===== src/rtl/nibble_serial_add_ctrl.sv =====
// nibble_serial_add_ctrl: adds/subtracts WIDTH-bit operands through one 4-bit slice,
// one nibble per clock, LSB nibble first, behind valid/ready request and response ports.
module nibble_serial_add_ctrl #(
    parameter int WIDTH = 16
) (
    input  logic             clk,
    input  logic             rst_n,
    input  logic             start_valid,
    output logic             start_ready,
    input  logic [WIDTH-1:0] op_a,
    input  logic [WIDTH-1:0] op_b,
    input  logic             sub,
    input  logic             cin_in,
    output logic             res_valid,
    input  logic             res_ready,
    output logic [WIDTH-1:0] result,
    output logic             cout,
    output logic             overflow,
    output logic             busy
);
    localparam int NIBBLES = WIDTH / 4;
    localparam int IW = $clog2(NIBBLES);

    generate
        if (WIDTH % 4 != 0 || WIDTH < 8) begin : g_bad_width
            $error("nibble_serial_add_ctrl: WIDTH must be a multiple of 4 and at least 8");
        end
    endgenerate

    typedef enum logic [1:0] {IDLE, RUN, DONE} state_t;
    state_t state, next;

    logic [WIDTH-1:0] a_q, b_q;
    logic             carry;
    logic [IW-1:0]    idx;
    logic [4:0]       slice;
    logic             last, accept;

    assign accept = start_valid && state == IDLE;
    assign last   = idx == IW'(NIBBLES - 1);
    // The only adder in the block: 4 + 4 + 1 -> 5 bits.
    assign slice  = {1'b0, a_q[{idx, 2'b00} +: 4]} + {1'b0, b_q[{idx, 2'b00} +: 4]} + {4'b0, carry};

    always_ff @(posedge clk or negedge rst_n)
        if (!rst_n) state <= IDLE;
        else        state <= next;

    always_comb begin
        next = state;
        case (state)
            IDLE:    next = start_valid ? RUN : IDLE;
            RUN:     next = last ? DONE : RUN;
            DONE:    next = res_ready ? IDLE : DONE;
            default: next = IDLE;
        endcase
    end

    always_comb begin
        start_ready = state == IDLE;
        res_valid   = state == DONE;
        busy        = state != IDLE;
    end

    always_ff @(posedge clk or negedge rst_n) begin
        if (!rst_n) begin
            a_q      <= '0;
            b_q      <= '0;
            carry    <= 1'b0;
            idx      <= '0;
            result   <= '0;
            cout     <= 1'b0;
            overflow <= 1'b0;
        end else if (accept) begin
            a_q   <= op_a;
            b_q   <= sub ? ~op_b : op_b;
            carry <= sub | cin_in;
            idx   <= '0;
        end else if (state == RUN) begin
            result[{idx, 2'b00} +: 4] <= slice[3:0];
            carry <= slice[4];
            idx   <= last ? '0 : idx + 1'b1;
            if (last) begin
                cout     <= slice[4];
                overflow <= (a_q[WIDTH-1] == b_q[WIDTH-1]) && (slice[3] != a_q[WIDTH-1]);
            end
        end
    end
endmodule


===== config.mk =====
export PLATFORM = sky130hd
export DESIGN_NAME = nibble_serial_add_ctrl
export DESIGN_NICKNAME = d
export VERILOG_FILES = /design/src/rtl/nibble_serial_add_ctrl.sv
export SDC_FILE = /design/constraint.sdc
export NUM_CORES = 1
export LEC_CHECK = 0
export BUFFER_PORTS_ARGS = -buffer_cell sky130_fd_sc_hd__buf_2
export CAP_MARGIN = 20
export CELL_PAD_IN_SITES_DETAIL_PLACEMENT = 0
export CELL_PAD_IN_SITES_GLOBAL_PLACEMENT = 2
export CORE_ASPECT_RATIO = 2
export CORE_UTILIZATION = 30
export CTS_CLUSTER_DIAMETER = 50
export CTS_CLUSTER_SIZE = 28
export DETAILED_ROUTE_END_ITERATION = 7
export HOLD_SLACK_MARGIN = 0.08
export PLACE_DENSITY_LB_ADDON = 0.1
export SLEW_MARGIN = 20
export SYNTH_ARGS = -nofsm -noshare
export SYNTH_HDL_FRONTEND = slang
export SYNTH_SLANG_ARGS = --single-unit

===== constraint.sdc =====
create_clock -name clk -period 2.8 [get_ports clk]
set_clock_uncertainty 0.1 [all_clocks]
set_input_delay 0.56 -clock clk [delete_from_list [all_inputs] [get_ports clk]]
set_output_delay 0.56 -clock clk [all_outputs]
set_load 0.005 [all_outputs]

After elaboration in Yosys (flattened, before gate mapping)
Index checks and enable logic that the tools add are counted.
{ "word_totals": {"reg_bits": 55, "in_bits": 38, "elab_cells": 42, "out_inout_bits": 21} }
{ "op_classes": {"add_sub_neg": 4, "n_bitwise": 3, "shifts": 4, "n_reduce_logical": 7, "eq_ne": 5, "n_mux": 11} }
{ "ops": {"columns": ["cell", "count"], "rows": [
  ["variable part select 16 x 5 -> 4 bit", 2],
  ["bitwise mux 16 bit", 1],
  ["2-to-1 mux 16 bit", 1],
  ["inverter 16 bit", 1],
  ["variable shift 4 x 6 -> 16 bit, first input constant", 1],
  ["variable part select 4 x 6 -> 16 bit", 1],
  ["2-to-1 mux 2 bit", 5],
  ["negation 4 -> 6 bit", 1],
  ["one-hot mux 2 bit (3 select lines)", 1],
  ["adder 4 x 4 -> 5 bit", 1],
  ["adder 5 x 1 -> 5 bit", 1],
  ["equality test 2 bit, second input constant", 2],
  ["nonzero test 2 bit", 2],
  ["2-to-1 mux 1 bit", 3],
  ["AND reduction 3 bit", 1],
  ["adder 2 x 1 -> 2 bit, second input constant", 1],
  ["equality test 2 x 1 -> 1 bit, second input constant", 1],
  ["logical AND 1 bit", 2],
  ["logical NOT 2 bit", 1],
  ["AND reduction 2 bit", 1],
  ["equality test 1 bit", 1],
  ["!= test 1 bit", 1],
  ["inverter 1 bit", 1],
  ["OR 1 bit", 1]
]} }

Longest topological paths before layout
Gate-level depths: netlist (run 1).
{ "depth": {"ltp_word": 5, "ltp_mapped": 8, "depth_no_buf": 7} }

Worst setup path before layout (run 1)
No wires, ideal clock.
{ "synth_timing": {"path_type": "reg-to-reg", "startpoint": "register idx[0]", "endpoint": "register carry", "setup_ps": 126, "synth_period_minus_slack_ps": 2837, "n_path_buf": 1, "arrival_ps": 2611, "path_stages_with_launch": 9, "required_ps": 2574, "setup_slack_ps": -37, "cell_sequence": "dfrtp_1 -> buf_2 -> mux4_2 -> fa_1 -> fa_1 -> a21o_1 -> a21oi_1 -> a21o_1 -> a21oi_1"} }
{ "synth_via": {"elab_chain_len": 5, "word_cells_on_any_way": 6, "cone_classes": "add/sub: 2; shift: 2; mux: 2"} }
{ "synth_lines": {"columns": ["element", "line_no", "rtl"], "rows": [
  ["from (decl)", "35", "logic [IW-1:0] idx;"],
  ["from (signal assigned)", "81", "idx <= last ? '0 : idx + 1'b1;"],
  ["variable part select 16 x 5 -> 4 bit", "42", "assign slice = {1'b0, a_q[{idx, 2'b00} +: 4]} + {1'b0, b_q[{idx, 2'b00} +: 4]} + {4'b0, carry};"],
  ["adder 4 x 4 -> 5 bit *", "42", null],
  ["adder 5 x 1 -> 5 bit *", "42", null],
  ["2-to-1 mux 1 bit *", "78", "end else if (state == RUN) begin"],
  ["2-to-1 mux 1 bit *", "73", "end else if (accept) begin"],
  ["to (signal assigned)", "76", "carry <= sub | cin_in;"],
  ["to (signal assigned)", "80", "carry <= slice[4];"],
  ["to (decl)", "34", "logic carry;"]
]} }
Every way passes the cells marked *; elsewhere a longest branch is shown, timed or not. The select of a mux whose other input is x is not followed.
A chain may end at the register's enable or synchronous reset.

Worst setup path in the final report (run 1)
Ends and elaborated chain as after synthesis.

==> flow_summary_export.csv, run 1 <==
group,metric,value,unit
yosys,synthCells,251,
sta,period_share,95.2,%
sta,hold_violations,0,
sta,final-max-slew-violation-count,0,
yosys,synth.most_common_cell,"nand2_1",
clocking,clock_sinks,55,
critical_path,cp.required,2.86,ns
floorplanning,rows,48,
layout,fillers,897,
placement,io_buffers,58,
critical_path,critical_path_class,"reg2reg",
critical_path,start_kind,"flip-flop",
global_routing,grt_pass1_wl,10.5,mm
critical_path,endpoint_kind,"flip-flop",
critical_path,slowest_stage,"mux4_2",
placement,placed_cells,404,
floorplanning,die_h,135,microns
yosys,synth_xor_xnor_area_share,6.27,%
routing,drtPass1Iterations,4,
yosys,synth_top_cells_by_count,"75 x nand2_1, 55 x dfrtp_1, 20 x o21ai_0, 18 x xnor2_1, 14 x a22o_1",
yosys,synth_compound_area_share,11.5,%
yosys,yosysTopAreaCell,"dfrtp_1",
clocking,tritoncts,"done",
yosys,ys_seq_elements,55,
yosys,netlist_area,2650,sq um
critical_path,crit_chain,"mux4_2 > fa_1 > fa_1 > a21o_1 > a21oi_1 > a21o_1 > a21oi_1",
global_routing,grt_pass1_vias,1951,
power_and_ir_drop,p_per_area,1250,nW/um^2
sta,setup_violations,0,
global_routing,grt_antenna_before_repair,0,
placement,gp_congestion,0.765,
routing,drtAntennaViolNets,0,
power_and_ir_drop,power.leakage,0.00162,uW
placement,hpwl,5.12,mm
routing,wl_per_cell,16.0,microns
yosys,synth_edf_count,0,
worst_hold_path,hp-class,"in2async",
yosys,synth_top_area_share,51.9,%
layout,nets,360,
layout,area_growth,21.0,%
critical_path,crit_buf_inv,0,
routing,drt_iter0_drc,46,
sta,worstMarginPinSlew,0.704,ns
clocking,root_buffer,"clkbuf_16",
clocking,ctsHoldBuffers,0,
run,maxCapViolations,0,
layout,seq_area,1380,sq um
routing,drcViolationCount,0,
yosys,yosysWarnings,0,
sta,rsz0062_at_grt,"no",
yosys,synth_fa_ha_area_share,5.75,%
clocking,cts_setup_buffers,0,
yosys,synth_mux_area_share,6.79,%
yosys,yosysUniqueCellTypes,29,
run_status,status,"complete, no violations",
yosys,syn_avg_cell_area,10.6,sq um
floorplanning,core-area,8590,sq um
sta,max_freq,0.375,GHz
power_and_ir_drop,max-vdd-ir-drop,0.391,mV
layout,drive_gt1_share,26.6,%
layout,finalNonFillerCells,412,
clocking,clockBufferDepth,2,
layout,multi_input_area,1200,sq um
layout,post-route-util,37.4,%
yosys,synth_area_leaders,"dfrtp_1 52%, nand2_1 11%, mux4_2 6.8%",
critical_path,slowest_delay,0.54,ns
sta,setup_tns,0,ns
clocking,clk_pin_slew,0.07,ns
yosys,synth_top_family_by_area,"simple AND/OR/NAND/NOR gates",
critical_path,crit_family,"adder cells",
critical_path,worstPathArrival,2.72,ns
clocking,clk_latency,0.30,ns
yosys,yosysSeqAreaShare,51.9,%
yosys,synthSimpleGateAreaFrac,15.0,%
routing,vias,1922,
yosys,synth_nets,300,
global_routing,grt_max_degree,56,
sta,finalCriticalPeriod,2.67,ns
clocking,cts_resized,0,
global_routing,grt_util_all_layers,16.0,%
critical_path,path_max_fanout,4,
layout,diodes,0,
floorplanning,io_pins,59,
sta,relSlewSlack,53.1,%
clocking,cts_buffers,5,
floorplanning,dieWidth,68.5,microns
yosys,synth-async-reset-ratio,100,%
floorplanning,start_util,30.9,%
clocking,cts.htree.levels,2,
yosys,synth-main-ff-cell,"dfrtp_1",
floorplanning,die_area,9250,sq um
routing,viasPerCell,4.67,
routing,wirelength,6.59,mm
global_routing,grt_overflow,0,
## cell families after synthesis
kind of cell             Yosys count
adder cells (fa/ha/maj)           11
multiplexers                       8
AO/OA/AOI/OAI                     45
AND/OR/NAND/NOR                   96
XOR/XNOR                          19
buffers and inverters             17
flip-flops                        55
## registers in the layout, summed over array words and instances, names as in the netlist
| signal | cells |
|---|---|
| a_q | 16 |
| overflow | 1 |
| state | 2 |
| idx | 2 |
| cout | 1 |
| b_q | 16 |
| carry | 1 |
| result | 16 |
## layout make-up
| type | count | area share, % |
|---|---|---|
| multi-input cells | 179 | 37.4 |
| inverters | 5 | 0.585 |
| repair buffers | 65 | 10.7 |
| well taps | 100 | 3.90 |
| clock inverters | 2 | 0.546 |
| clock buffers | 6 | 4.01 |
| flip-flops and latches | 55 | 42.9 |
## power breakdown
part           switching (uW)  leakage, uW  internal, uW  total [uW]
logic                    1170     0.000845           855        2030
registers                 230     0.000704          1120        1350
clock network             289    0.0000710           336         624
## routing by layer
| metal | GRT usage [%] | wire length (microns) |
|---|---|---|
| met1 | 17.1 | 2490 |
| met2 | 30.2 | 3830 |
| met3 | 2.28 | 160 |
| met4 | 5.67 | 103 |
| met5 | 0 | 0 |
## cells in the final DEF, fill, tap and decap left out, types with 2 or more instances in the layout
cell type,n
a21o_1,3
a21oi_1,2
a22o_1,14
and3_1,2
buf_2,58
buf_4,7
clkbuf_16,5
clkinv_4,2
dfrtp_1,55
fa_1,2
ha_1,9
inv_1,5
mux4_2,8
nand2_1,75
nand2b_1,2
nand3_1,5
nor2_1,3
nor2_2,2
nor3_1,2
o21ai_0,20
o31ai_1,3
or3_1,2
xnor2_1,18
## metrics by stage
step / instance area, sq um / setup WS, ns / power (uW) / hold slack (ns)
floorplan: 2660 / 0.0366 / 2670 / 0.164
global placement: 3060 / 0.223 / 3410 / 0.360
detailed placement: 3060 / 0.140 / 3430 / 0.364
CTS: 3210 / 0.120 / 4070 / 0.327
global route: 3210 / 0.0186 / 4330 / 0.334
finish: 3210 / 0.134 / 4000 / 0.279
## path summary, 6_finish.rpt
check / start / endpoint / slack [ns] / cells past startpoint
worst max-delay path: idx[0] / carry / 0.13 / 7
worst min-delay path: rst_n / result[5] / 0.28 / 2
worst max register to register: idx[0] / carry / 0.13 / 7
worst min register to register: result[14] / result[14] / 0.37 / 2
max in group asynchronous: rst_n / b_q[13] / 1.83 / 2
min in group clk: op_a[11] / a_q[11] / 0.35 / 3
(Power assumes the default switching activity.)
==> run 2, diff against run 1 <==
Settings changed: ABC_AREA from default to 1, CORE_UTILIZATION 30 to 29.
==> run 2 against run 1 <==
  * Sequential cell count did not move
  * Wire length rose by 12%
  * Clock power rose by 9.0%
  * Clock-buffer cell count rose by 1
  * Combinational power rose by 10%
  * Via count rose by 18%
==> flow_summary_export.csv, run 2 <==
group,metric,value,unit
placement,place_area,3220,sq um
floorplanning,die_h,141,microns
clocking,tritoncts,"done",
yosys,syn_avg_cell_area,8.79,sq um
yosys,synth_area_leaders,"dfrtp_1 49%, nand2_1 12%, o21ai_0 8.7%",
layout,seq_area,1380,sq um
routing,drt_iter0_drc,72,
yosys,synthCells,321,
layout,fillers,1047,
floorplanning,dieWidth,71.7,microns
yosys,synth_nets,370,
power_and_ir_drop,switching_share,46.0,%
critical_path,startpoint,"idx[0]",
yosys,ys_seq_elements,55,
routing,viasPerCell,4.69,
routing,wl_per_cell,15.2,microns
sta,max_freq,0.402,GHz
sta,final-max-slew-violation-count,0,
yosys,yosysUniqueCellTypes,30,
yosys,synth-main-ff-cell,"dfrtp_1",
global_routing,grt_antenna_before_repair,0,
sta,hold_violations,0,
yosys,yosysWarnings,0,
power_and_ir_drop,power_frac_comb,52.0,%
layout,final_common_cell,"nand2_1",
clocking,clk_latency,0.30,ns
floorplanning,core-area,9380,sq um
layout,reg_top3,"a_q x16, b_q x16, result x16",
sta,finalCriticalPeriod,2.49,ns
clocking,root_buffer,"clkbuf_16",
routing,drcViolationCount,0,
critical_path,critical_path_class,"reg2reg",
sta,setup_tns,0,ns
routing,wirelength,7.39,mm
floorplanning,start_util,30.1,%
layout,layout_common_cells,"88 x nand2_1, 58 x buf_2, 54 x dfrtp_1, 49 x o21ai_0, 21 x nor2_1",
floorplanning,rows,50,
sta,worst_slack,0.314,ns
routing,vias,2275,
layout,area_growth,20.1,%
critical_path,cp.required,2.89,ns
floorplanning,io_pins,59,
sta,relSlewSlack,70.0,%
floorplanning,die_area,10100,sq um
yosys,yosysSeqAreaShare,48.8,%
clocking,cts_buffers,5,
layout,diodes,0,
power_and_ir_drop,clkPwrFrac,15.8,%
placement,placed_cells,477,
sta,rsz0062_at_grt,"no",
clocking,cts.htree.levels,2,
run_status,status,"complete, no violations",
global_routing,grt_pass1_wl,11.9,mm
run,maxCapViolations,0,
layout,finalNonFillerCells,485,
placement,dpl_worst_slack,0.191,ns
critical_path,r2r_start,"idx[0]",
sta,setup_violations,0,
power_and_ir_drop,power.leakage,0.00170,uW
global_routing,grt_util_all_layers,15.7,%
power_and_ir_drop,intPower,2330,uW
clocking,clockBufferDepth,2,
clocking,clk_pin_slew,0.07,ns
layout,multi_input_area,1280,sq um
yosys,synth.most_common_cell,"nand2_1",
yosys,yosysTopAreaCell,"dfrtp_1",
critical_path,worstPathArrival,2.57,ns
power_and_ir_drop,max-vdd-ir-drop,0.379,mV
clocking,clock_sinks,55,
power_and_ir_drop,p_per_area,1270,nW/um^2
placement,hpwl,5.64,mm
critical_path,endpoint_kind,"flip-flop",
critical_path,start_kind,"flip-flop",
yosys,synth-async-reset-ratio,100,%
sta,worstMarginPinSlew,0.450,ns
yosys,netlist_area,2820,sq um
yosys,synth_top_cells_by_count,"88 x nand2_1, 55 x dfrtp_1, 49 x o21ai_0, 21 x nor2_1, 17 x xnor2_1",
power_and_ir_drop,p_seq_share,32.2,%
layout,nets,429,
yosys,synth_edf_count,0,
routing,drtAntennaViolNets,0,
layout,drive_gt1_share,23.9,%
sta,period_share,88.8,%
worst_hold_path,hp-class,"in2async",
global_routing,grt_pass1_vias,2297,
sta,fin_hold_ws,0.137,ns
yosys,synth_top_area_share,48.8,%
global_routing,grt_overflow,0,
placement,io_buffers,58,
layout,final_area,3390,sq um
critical_path,path_max_fanout,13,
power_and_ir_drop,p_sw,1980,uW
global_routing,grt_max_degree,56,
routing,drtPass1Iterations,4,
placement,gp_congestion,0.801,
-- run 2: changes by cell type after synthesis, sizes merged, moves of 4 or more --
cell,change
nand2,+17
nand3,+6
mux4,-8
o21ai,+38
inv,+14
o22ai,+8
buf,+4
a22o,-14
nor2,+19
-- run 2: logic make-up after synthesis --
kind of cell / share of synthesized area, %
compound gates: 13.9
xor+xnor: 5.28
fa+ha+maj: 5.41
buf+inv: 5.72
flops: 48.8
simple gates: 20.9
-- run 2: layer usage --
metal | track usage (%) | wire, microns
met1 | 16.4 | 2780
met2 | 30.5 | 4320
met3 | 2.20 | 163
met4 | 6.19 | 128
met5 | 0 | 0
-- run 2: final timing paths --
kind	slack, ns	to	cells after the start
setup reg to reg	0.31	result[6]	9
setup / recovery	0.31	result[6]	9
max in group asynchronous	2.16	idx[0]	2
hold / removal	0.14	result[12]	2
min in group clk	0.34	state[1]	2
hold reg to reg	0.37	cout	2
-- run 2: what timing repair did --
item / CTS / global route
hold buffers: 0 / 0
resized for setup: 0 / 1
setup endpoints to repair: 0 / 1
setup buffers: 0 / 0
-- run 2: critical path, stage by stage (launching register included) --
cell	delay (ns)
dfrtp_2	0.49
inv_2	0.11
o21ai_0	0.15
o22ai_1	0.11
fa_1	0.46
fa_1	0.42
xnor2_1	0.29
nor2_1	0.08
nand2_1	0.09
o21ai_1	0.06
-- run 2: area by class of cell --
class / count / share of cell area (%)
Clock buffer: 7 / 4.51
Clock inverter: 1 / 0.222
Inverter: 20 / 2.37
Multi-Input combinational cell: 233 / 37.9
Sequential cell: 55 / 40.7
Tap cell: 104 / 3.84
Timing Repair Buffer: 65 / 10.5
-- run 2: metrics by stage --
stage	utilization, %	power [uW]
6_report	36.1	4310
5_1_grt	36.1	4730
4_1_cts	36.1	4420
3_5_place_dp	34.4	3720
3_3_place_gp	34.4	3710
2_1_floorplan	-	2940
-- run 2: power groups by stage --
stage / registers, uW / logic (uW) / clock network (uW)
2_1_floorplan: 1320 / 1620 / 0
3_3_place_gp: 1410 / 2300 / 0
3_5_place_dp: 1410 / 2310 / 0
4_1_cts: 1400 / 2320 / 705
5_1_grt: 1440 / 2560 / 732
6_report: 1390 / 2240 / 680
